--- src/rtl/fetch_ctrl_if.sv ---
// Instruction-memory read and execute handshakes between fetch_ctrl (master)
// and the memory/datapath side (slave).
interface fetch_ctrl_if;
  logic        mem_req;
  logic [15:0] mem_addr;
  logic        mem_ack;
  logic [15:0] mem_rdata;
  logic        ld_ir;
  logic [15:0] ir_d;
  logic        exec_start;
  logic        exec_done;
  logic        branch_taken;
  logic [15:0] branch_target;

  modport master (
    output mem_req, mem_addr, ld_ir, ir_d, exec_start,
    input  mem_ack, mem_rdata, exec_done, branch_taken, branch_target
  );

  modport slave (
    input  mem_req, mem_addr, ld_ir, ir_d, exec_start,
    output mem_ack, mem_rdata, exec_done, branch_taken, branch_target
  );
endinterface

--- src/rtl/fetch_ctrl.sv ---
// fetch_ctrl: IDLE/FETCH/LOAD/EXEC/HALT sequencer for instruction fetch and execute.
// Define FETCH_TIMEOUT_EN to compile in the fetch watchdog and the err output.
module fetch_ctrl #(
  parameter logic [15:0] PC_RESET = 16'h0000,
  parameter int          TIMEOUT  = 255
) (
  input  logic         clk,
  input  logic         rst,
  input  logic         start,
  fetch_ctrl_if.master bus,
  output logic [15:0]  pc,
  output logic         busy,
  output logic         halted
`ifdef FETCH_TIMEOUT_EN
  ,
  output logic         err
`endif
);

  typedef enum logic [2:0] {
    S_IDLE  = 3'd0,
    S_FETCH = 3'd1,
    S_LOAD  = 3'd2,
    S_EXEC  = 3'd3,
    S_HALT  = 3'd4
  } state_t;

  state_t      state, state_nxt;
  logic [15:0] ir_q;
  logic        exec_first;
  logic        timeout_hit;

`ifdef FETCH_TIMEOUT_EN
  localparam logic [7:0] TO_LAST = 8'(TIMEOUT - 1);

  logic [7:0] wd_cnt;

  // Fires in the TIMEOUT-th consecutive FETCH cycle without an ack.
  assign timeout_hit = (state == S_FETCH) && !bus.mem_ack && (wd_cnt == TO_LAST);

  always_ff @(posedge clk or posedge rst) begin
    if (rst) begin
      wd_cnt <= '0;
      err    <= 1'b0;
    end else begin
      if (state != S_FETCH)
        wd_cnt <= '0;
      else if (!bus.mem_ack)
        wd_cnt <= wd_cnt + 8'd1;
      if (timeout_hit)
        err <= 1'b1;
    end
  end
`else
  // TIMEOUT has no role without the watchdog.
  logic [7:0] unused_timeout;
  assign unused_timeout = 8'(TIMEOUT);
  assign timeout_hit    = 1'b0;
`endif

  always_ff @(posedge clk or posedge rst) begin
    if (rst)
      state <= S_IDLE;
    else
      state <= state_nxt;
  end

  always_comb begin
    state_nxt = state;
    case (state)
      S_IDLE:  if (start) state_nxt = S_FETCH;
      S_FETCH: begin
        if (bus.mem_ack)      state_nxt = S_LOAD;
        else if (timeout_hit) state_nxt = S_HALT;
      end
      S_LOAD:  state_nxt = (ir_q[15:12] == 4'hF) ? S_HALT : S_EXEC;
      S_EXEC:  if (bus.exec_done) state_nxt = S_FETCH;
      S_HALT:  state_nxt = S_HALT;
      default: state_nxt = S_IDLE;
    endcase
  end

  always_comb begin
    bus.mem_req    = 1'b0;
    bus.ld_ir      = 1'b0;
    bus.exec_start = 1'b0;
    busy           = 1'b0;
    halted         = 1'b0;
    case (state)
      S_FETCH: begin
        bus.mem_req = 1'b1;
        busy        = 1'b1;
      end
      S_LOAD: begin
        bus.ld_ir = 1'b1;
        busy      = 1'b1;
      end
      S_EXEC: begin
        bus.exec_start = exec_first;
        busy           = 1'b1;
      end
      S_HALT:  halted = 1'b1;
      default: ;
    endcase
  end

  // pc advances in LOAD; a taken branch at the end of EXEC overrides it.
  always_ff @(posedge clk or posedge rst) begin
    if (rst) begin
      pc         <= PC_RESET;
      ir_q       <= 16'h0000;
      exec_first <= 1'b0;
    end else begin
      exec_first <= (state == S_LOAD);
      if (state == S_FETCH && bus.mem_ack)
        ir_q <= bus.mem_rdata;
      if (state == S_LOAD)
        pc <= pc + 16'd1;
      else if (state == S_EXEC && bus.exec_done && bus.branch_taken)
        pc <= bus.branch_target;
    end
  end

  assign bus.mem_addr = pc;
  assign bus.ir_d     = ir_q;

endmodule

--- src/flat_wrapper.sv ---
// flat-port wrapper written by rule: the top's interface ports become plain ports
module fetch_ctrl_flat 
#(
  parameter logic [15:0] PC_RESET = 16'h0000,
  parameter int          TIMEOUT  = 255
)
  (clk, rst, start, pc, busy, halted, bus_mem_req, bus_mem_addr, bus_ld_ir, bus_ir_d, bus_exec_start, bus_mem_ack, bus_mem_rdata, bus_exec_done, bus_branch_taken, bus_branch_target);
  fetch_ctrl_if bus_i ();
  input  logic clk;
  input  logic rst;
  input  logic start;
  output logic [15:0] pc;
  output logic busy;
  output logic halted;
  output wire logic [$bits(bus_i.mem_req)-1:0] bus_mem_req;
  output wire logic [$bits(bus_i.mem_addr)-1:0] bus_mem_addr;
  output wire logic [$bits(bus_i.ld_ir)-1:0] bus_ld_ir;
  output wire logic [$bits(bus_i.ir_d)-1:0] bus_ir_d;
  output wire logic [$bits(bus_i.exec_start)-1:0] bus_exec_start;
  input wire logic [$bits(bus_i.mem_ack)-1:0] bus_mem_ack;
  input wire logic [$bits(bus_i.mem_rdata)-1:0] bus_mem_rdata;
  input wire logic [$bits(bus_i.exec_done)-1:0] bus_exec_done;
  input wire logic [$bits(bus_i.branch_taken)-1:0] bus_branch_taken;
  input wire logic [$bits(bus_i.branch_target)-1:0] bus_branch_target;
  assign bus_mem_req = bus_i.mem_req;
  assign bus_mem_addr = bus_i.mem_addr;
  assign bus_ld_ir = bus_i.ld_ir;
  assign bus_ir_d = bus_i.ir_d;
  assign bus_exec_start = bus_i.exec_start;
  assign bus_i.mem_ack = bus_mem_ack;
  assign bus_i.mem_rdata = bus_mem_rdata;
  assign bus_i.exec_done = bus_exec_done;
  assign bus_i.branch_taken = bus_branch_taken;
  assign bus_i.branch_target = bus_branch_target;
  fetch_ctrl #(.PC_RESET(PC_RESET), .TIMEOUT(TIMEOUT)) u_core (.clk(clk), .rst(rst), .start(start), .bus(bus_i), .pc(pc), .busy(busy), .halted(halted));
endmodule
--- config.mk ---
export PLATFORM = sky130hd
export DESIGN_NAME = fetch_ctrl_flat
export DESIGN_NICKNAME = d
export VERILOG_FILES = /design/src/rtl/fetch_ctrl_if.sv /design/src/rtl/fetch_ctrl.sv /design/src/flat_wrapper.sv
export SDC_FILE = /design/constraint.sdc
export NUM_CORES = 1
export LEC_CHECK = 0
export CAP_MARGIN = 20
export CORE_ASPECT_RATIO = 0.6
export CORE_MARGIN = 2
export CORE_UTILIZATION = 39
export CTS_CLUSTER_SIZE = 16
export DETAILED_ROUTE_END_ITERATION = 7
export GPL_ROUTABILITY_DRIVEN = 0
export PLACE_DENSITY = 0.76
export SYNTH_ARGS = -nofsm -noshare
export SYNTH_HDL_FRONTEND = slang
export SYNTH_SLANG_ARGS = --single-unit
--- constraint.sdc ---
create_clock -name clk -period 5.4 [get_ports clk]
set_clock_uncertainty 0.2 [all_clocks]
set_input_delay 1.08 -clock clk [delete_from_list [all_inputs] [get_ports clk]]
set_output_delay 1.08 -clock clk [all_outputs]
set_load 0.005 [all_outputs]
==> out/metrics.yaml, run 1 <==
drt:
  via_per_inst: 5.18
  num_vias: 1672
  postRouteAntennaNets: 0
  first_pass_iters: 4
  route.detailed.drc: 0
  wl_per_cell_um: 15.2
  wirelength_mm: 4.90
  drt_iter0_drc: 91
grt:
  grt_pass1_vias: 1634
  top_usage_layer: "met1"
  grt_max_degree: 26
  grt_usage_pct: 18.8
  antenna_found_initial: 0
  grt_pass1_wl_mm: 8.12
  met2_usage_pct: 26.0
  grtUsageMet3_pct: 6.11
  grt.met1_usage_pct: 28.6
  overflow: 0
place:
  placedCellCount: 316
  place_ws_ns: 2.18
  hpwl_mm: 3.68
  io_buffer_count: 90
floorplanning:
  pin_count: 91
  die-height_um: 59.1
  core_area_mm2: 0.00473
  die_w_um: 95.9
  start_util_pct: 41.7
  rows: 19
  die-area_mm2: 0.00567
critical_path:
  r2r_slack_ns: 3.12
  max_stage_delay_ns: 0.59
  worst_setup_path_start_kind: "register"
  reg2reg_to: "u_core.bus.ir_d[10]"
  end_kind: "output port"
  path_max_fanout: 16
  crit_slowest_cell: "clkdlybuf4s50_1"
  crit_chain: "or3b_4 > inv_1 > clkdlybuf4s50_1"
  r2r-start: "u_core.state[0]"
  r2r.worst_path.cells: 4
  required_ns: 4.12
  worstSetupPathType: "reg -> out"
  arrival_ns: 2.24
logic_synthesis:
  syn_area_mm2: 0.00197
  syn_inst: 187
  ys_ff_latch: 36
  synthesis.nets: 226
  synth-edff-count: 0
  async_flop_share_pct: 100
  synth.distinct_cells: 39
  ys_seq_area_share_pct: 45.6
  ys.flop_type: "dfrtp_1"
  yosysWarnings: 0
  avgSynthCellArea_um2: 10.6
power:
  irDropWorstVdd_mv: 0.243
  power_density_mw_per_mm2: 532
  p_leak_nw: 1.15
timing:
  final.setup.tns_ns: 0
  slew_headroom_pct: 32.0
  slew_viol_final: 0
  rsz0062_at_grt: "false"
  hold_violations: 0
  fmax_mhz: 284
  tightest_slew_ns: 1.01
  period_share_pct: 65.3
  worst_slack_ns: 1.88
  post-route-min-period_ns: 3.52
  setup-violations-final: 0
cts:
  cts_resized: 0
  cts_made_buffers: 5
  cts_tree: "built"
  holdBufCountCts: 0
  path_clk_slew_ns: 0.07
  cts_setup_buffers: 0
  clk_path_buf_depth: 2
  insertion_delay_ns: 0.27
  clkSinkCount: 36
  cts_root_buf: "clkbuf_8"
  cts_max_level: 2
flow_run:
  max_cap_viol_count: 0
finish:
  nets: 299
  layoutNonFillerInstCount: 323
  antennaDiodeCount: 0
  drive_above_1_share_pct: 11.2
  areaGrowthSynthToFinish_pct: 45.1
worst_hold_path:
  min_from: "u_core.bus.ir_d[11]"
  min_path_type: "reg -> reg"
  whs_path_depth: 1
  holdPathEnd: "u_core.bus.ir_d[11]"
outcome:
  status: "finished, final reports clean"
-- synthesized netlist by cell type, types with 4 or more instances --
master	number	area (um^2)
mux2_4	10	150
o22ai_1	4	25.0
buf_4	18	135
nand2_1	13	48.8
nand4_1	6	37.5
inv_1	6	22.5
nor2_1	11	41.3
nor4_1	8	50.1
mux2_2	6	67.6
dfrtp_1	36	901
o21ai_0	5	25.0
nand3_1	6	30.0
a211oi_1	5	37.5
nor3_1	5	25.0
a21oi_1	7	35.0
nor2b_1	4	25.0
and3_1	4	25.0
-- layer usage --
layer | wire [um] | part of all wire (%)
met1 | 2440 | 50
met2 | 2020 | 41
met3 | 408 | 8.3
met4 | 24 | 0.49
met5 | 0 | 0
-- worst max-delay path: cells and delay by family (launching register included) --
family / cells / cell delay (ns)
DFF: 1 / 0.50
buffers and inverters: 2 / 0.96
and+or+nand+nor: 1 / 0.51
-- cells by family (layout without fill, tap and decap cells) --
group	after synthesis	count (layout)	synth area share [%]
AOI/OAI and AO/OA	35	35	13.3
buffers and inverters	31	104	11.0
adders and majority gates	1	1	0.634
xor gates and xnor gates	1	1	0.444
DFF	36	36	45.6
and+or+nand+nor	66	66	17.5
muxes	17	17	11.5
-- registers in the layout, summed over array words and instances, names as in the netlist --
register             count
u_core.bus.ir_d         16
u_core.bus.mem_addr     16
u_core.exec_first        1
u_core.state             3
-- layout make-up --
class                      instances  area [um^2]
multi-input combinational        120          857
tap                               63         78.8
fill                             416         1870
clock buffer                       7         96.3
timing repair buffer              91          908
sequential                        36          901
inverter                           6         22.5
-- report_power, final --
group          internal, mW  leakage, nW  switching (mW)
Clock                 0.114       0.0503          0.0882
Combinational         0.504        0.676           0.275
Sequential            0.397        0.419           0.147
Total                  1.01         1.15           0.510
-- metrics by stage --
stage | utilization, % | hold WS [ns] | area (um^2) | total power [mW]
final | 60.5 | 0.305 | 2860 | 1.52
after global routing | 60.5 | 0.326 | 2860 | 1.65
after CTS | 60.5 | 0.311 | 2860 | 1.54
after detailed placement | 58.5 | 0.291 | 2770 | 1.33
after global placement | 58.5 | 0.291 | 2770 | 1.31
after floorplan | - | 0.299 | 1970 | 0.959
-- layout by cell type, fill, tap and decap left out, types with 2 or more instances in the layout --
cell type        count
nor3_1               5
a211oi_1             5
nand2_1             13
o311ai_2             2
dfrtp_1             36
a221o_1              3
a21oi_1              7
nor4_1               8
and3_1               4
mux2_2               6
o211ai_2             2
nor2_1              11
nand4_1              6
nand3_1              6
nand2b_1             3
clkbuf_8             7
mux2_4              10
and2_1               2
clkdlybuf4s50_1     90
o21ai_0              5
o31ai_1              2
nor2b_1              4
inv_1                6
o22ai_1              4
-- how the worst max path moves through the flow --
stage                    start         to  slack (ns)  depth (start not counted)
5_1_grt        u_core.state[1]  bus_ld_ir        1.71                          3
2_1_floorplan  u_core.state[0]  bus_ld_ir        3.00                          3
3_3_place_gp   u_core.state[1]  bus_ld_ir        2.22                          3
3_5_place_dp   u_core.state[1]  bus_ld_ir        2.18                          3
6_report       u_core.state[1]  bus_ld_ir        1.88                          3
4_1_cts        u_core.state[1]  bus_ld_ir        1.88                          3
(Power assumes the default switching activity.)
==> run 2: changes to the inputs <==
==> constraint.sdc (replaced) <==
create_clock -name clk -period 3.52 [get_ports clk]
set_clock_uncertainty 0.2 [all_clocks]
set_input_delay 0.704 -clock clk [delete_from_list [all_inputs] [get_ports clk]]
set_output_delay 0.704 -clock clk [all_outputs]
set_load 0.005 [all_outputs]
==> run 2 against run 1 <==
Net effect:
- global-route usage down 0.062 points
- power up 54%
- register-to-register slack worse by 1.8 ns
- cell count rose by 1.5%
- critical endpoint unchanged
==> out/metrics.yaml, run 2 (synthesized netlist as in run 1, its figures left out) <==
cts:
  insertion_delay_ns: 0.28
  cts_setup_buffers: 0
  cts_made_buffers: 5
  cts_tree: "built"
  clkSinkCount: 36
  holdBufCountCts: 0
  cts_max_level: 2
  path_clk_slew_ns: 0.07
  cts_root_buf: "clkbuf_8"
  cts_resized: 0
  clk_path_buf_depth: 2
finish:
  areaGrowthSynthToFinish_pct: 46.3
  nets: 303
  final_cell_mix: "90 x clkdlybuf4s50_1, 36 x dfrtp_1, 13 x nand2_1, 11 x nor2_1, 10 x mux2_4"
  mostFrequentLayoutCell: "clkdlybuf4s50_1"
  antennaDiodeCount: 0
  layoutNonFillerInstCount: 328
  num-fill-cells: 411
  drive_above_1_share_pct: 12.1
worst_hold_path:
  min_from: "u_core.bus.ir_d[11]"
  whs_path_depth: 1
  holdPathEnd: "u_core.bus.ir_d[11]"
  min_path_type: "reg -> reg"
floorplanning:
  die-height_um: 59.1
  die-area_mm2: 0.00567
  pin_count: 91
  start_util_pct: 41.7
  rows: 19
  core_area_mm2: 0.00473
  die_w_um: 95.9
timing:
  final.setup.tns_ns: 0
  slew_viol_final: 0
  tightest_slew_ns: 0.526
  fmax_mhz: 336
  hold_violations: 0
  worst_slack_ns: 0.540
  setup-violations-final: 0
  slew_headroom_pct: 64.6
  period_share_pct: 84.7
  rsz0062_at_grt: "false"
  post-route-min-period_ns: 2.98
drt:
  drt_iter0_drc: 135
  wl_per_cell_um: 14.9
  via_per_inst: 5.19
  route.detailed.drc: 0
  wirelength_mm: 4.88
  first_pass_iters: 4
  postRouteAntennaNets: 0
  num_vias: 1701
place:
  placedCellCount: 320
  hpwl_mm: 3.69
  io_buffer_count: 90
  place_ws_ns: 0.847
grt:
  grt_pass1_wl_mm: 7.93
  grt_usage_pct: 18.7
  grt_max_degree: 27
  antenna_found_initial: 0
  overflow: 0
  grt_pass1_vias: 1575
critical_path:
  r2r_slack_ns: 1.31
  required_ns: 2.62
  r2r.worst_path.cells: 4
  arrival_ns: 2.08
  crit_slowest_cell: "clkdlybuf4s50_1"
  worst_setup_path_start_kind: "register"
  crit_chain: "or3b_4 > inv_1 > buf_4 > clkdlybuf4s50_1"
  path_max_fanout: 16
  reg2reg_to: "u_core.bus.mem_addr[15]"
  end_kind: "output port"
  r2r-start: "u_core.bus.mem_addr[5]"
  max_stage_delay_ns: 0.52
  worstSetupPathType: "reg -> out"
power:
  p_leak_nw: 1.16
  power_density_mw_per_mm2: 811
  irDropWorstVdd_mv: 0.423
  report.power.total_mw: 2.34
outcome:
  status: "finished, final reports clean"
flow_run:
  max_cap_viol_count: 0
## run 2: changes by cell type in the layout (fill, tap and decap cells not counted)
cell / change
buf_4: +4
clkbuf_8: -1
clkbuf_1: +2
## run 2: final cells by class
class                           instances  area (um^2)  share of cell area [%]
Multi-Input combinational cell        120          857                    29.7
Tap cell                               63         78.8                    2.73
Inverter                                6         22.5                   0.780
Sequential cell                        36          901                    31.2
Timing Repair Buffer                   95          938                    32.5
Clock buffer                            8         90.1                    3.12
## run 2: through the flow
stage                     area (um^2)  util, %  hold WS [ns]
final                            2890     61.0         0.308
after global routing             2890     61.0         0.333
after CTS                        2890     61.0         0.314
after detailed placement         2800     59.1         0.297
after global placement           2800     59.1         0.291
after floorplan                  1970        -         0.299
## run 2: metal layers
metal	track usage (%)	up-vias	routed length, um
met5	0	-	0
met4	5.51	0	46
met3	5.47	5	473
met2	25.6	84	2020
met1	28.5	793	2340
li1	-	819	-
## run 2: worst max-delay path by stage
stage / start / end / slack (ns) / depth (start not counted)
finish: u_core.state[1] / bus_ld_ir / 0.54 / 4
global route: u_core.state[1] / bus_ld_ir / 0.45 / 4
CTS: u_core.state[1] / bus_ld_ir / 0.53 / 4
detailed placement: u_core.state[1] / bus_ld_ir / 0.85 / 4
global placement: u_core.state[1] / bus_ld_ir / 0.89 / 4
floorplan: u_core.state[0] / bus_ld_ir / 1.50 / 3
## run 2: power by group
part | switching, mW | leakage (nW) | internal (mW) | total, mW
Clock | 0.141 | 0.0455 | 0.160 | 0.301
Sequential | 0.227 | 0.419 | 0.609 | 0.836
Combinational | 0.419 | 0.697 | 0.788 | 1.21
Total | 0.787 | 1.16 | 1.56 | 2.34
## run 2: critical path: cells and delay by family (launching register included)
kind	cells	cell delay, ns
flip-flops	1	0.49
buffers and inverters	3	0.80
AND/OR/NAND/NOR	1	0.51
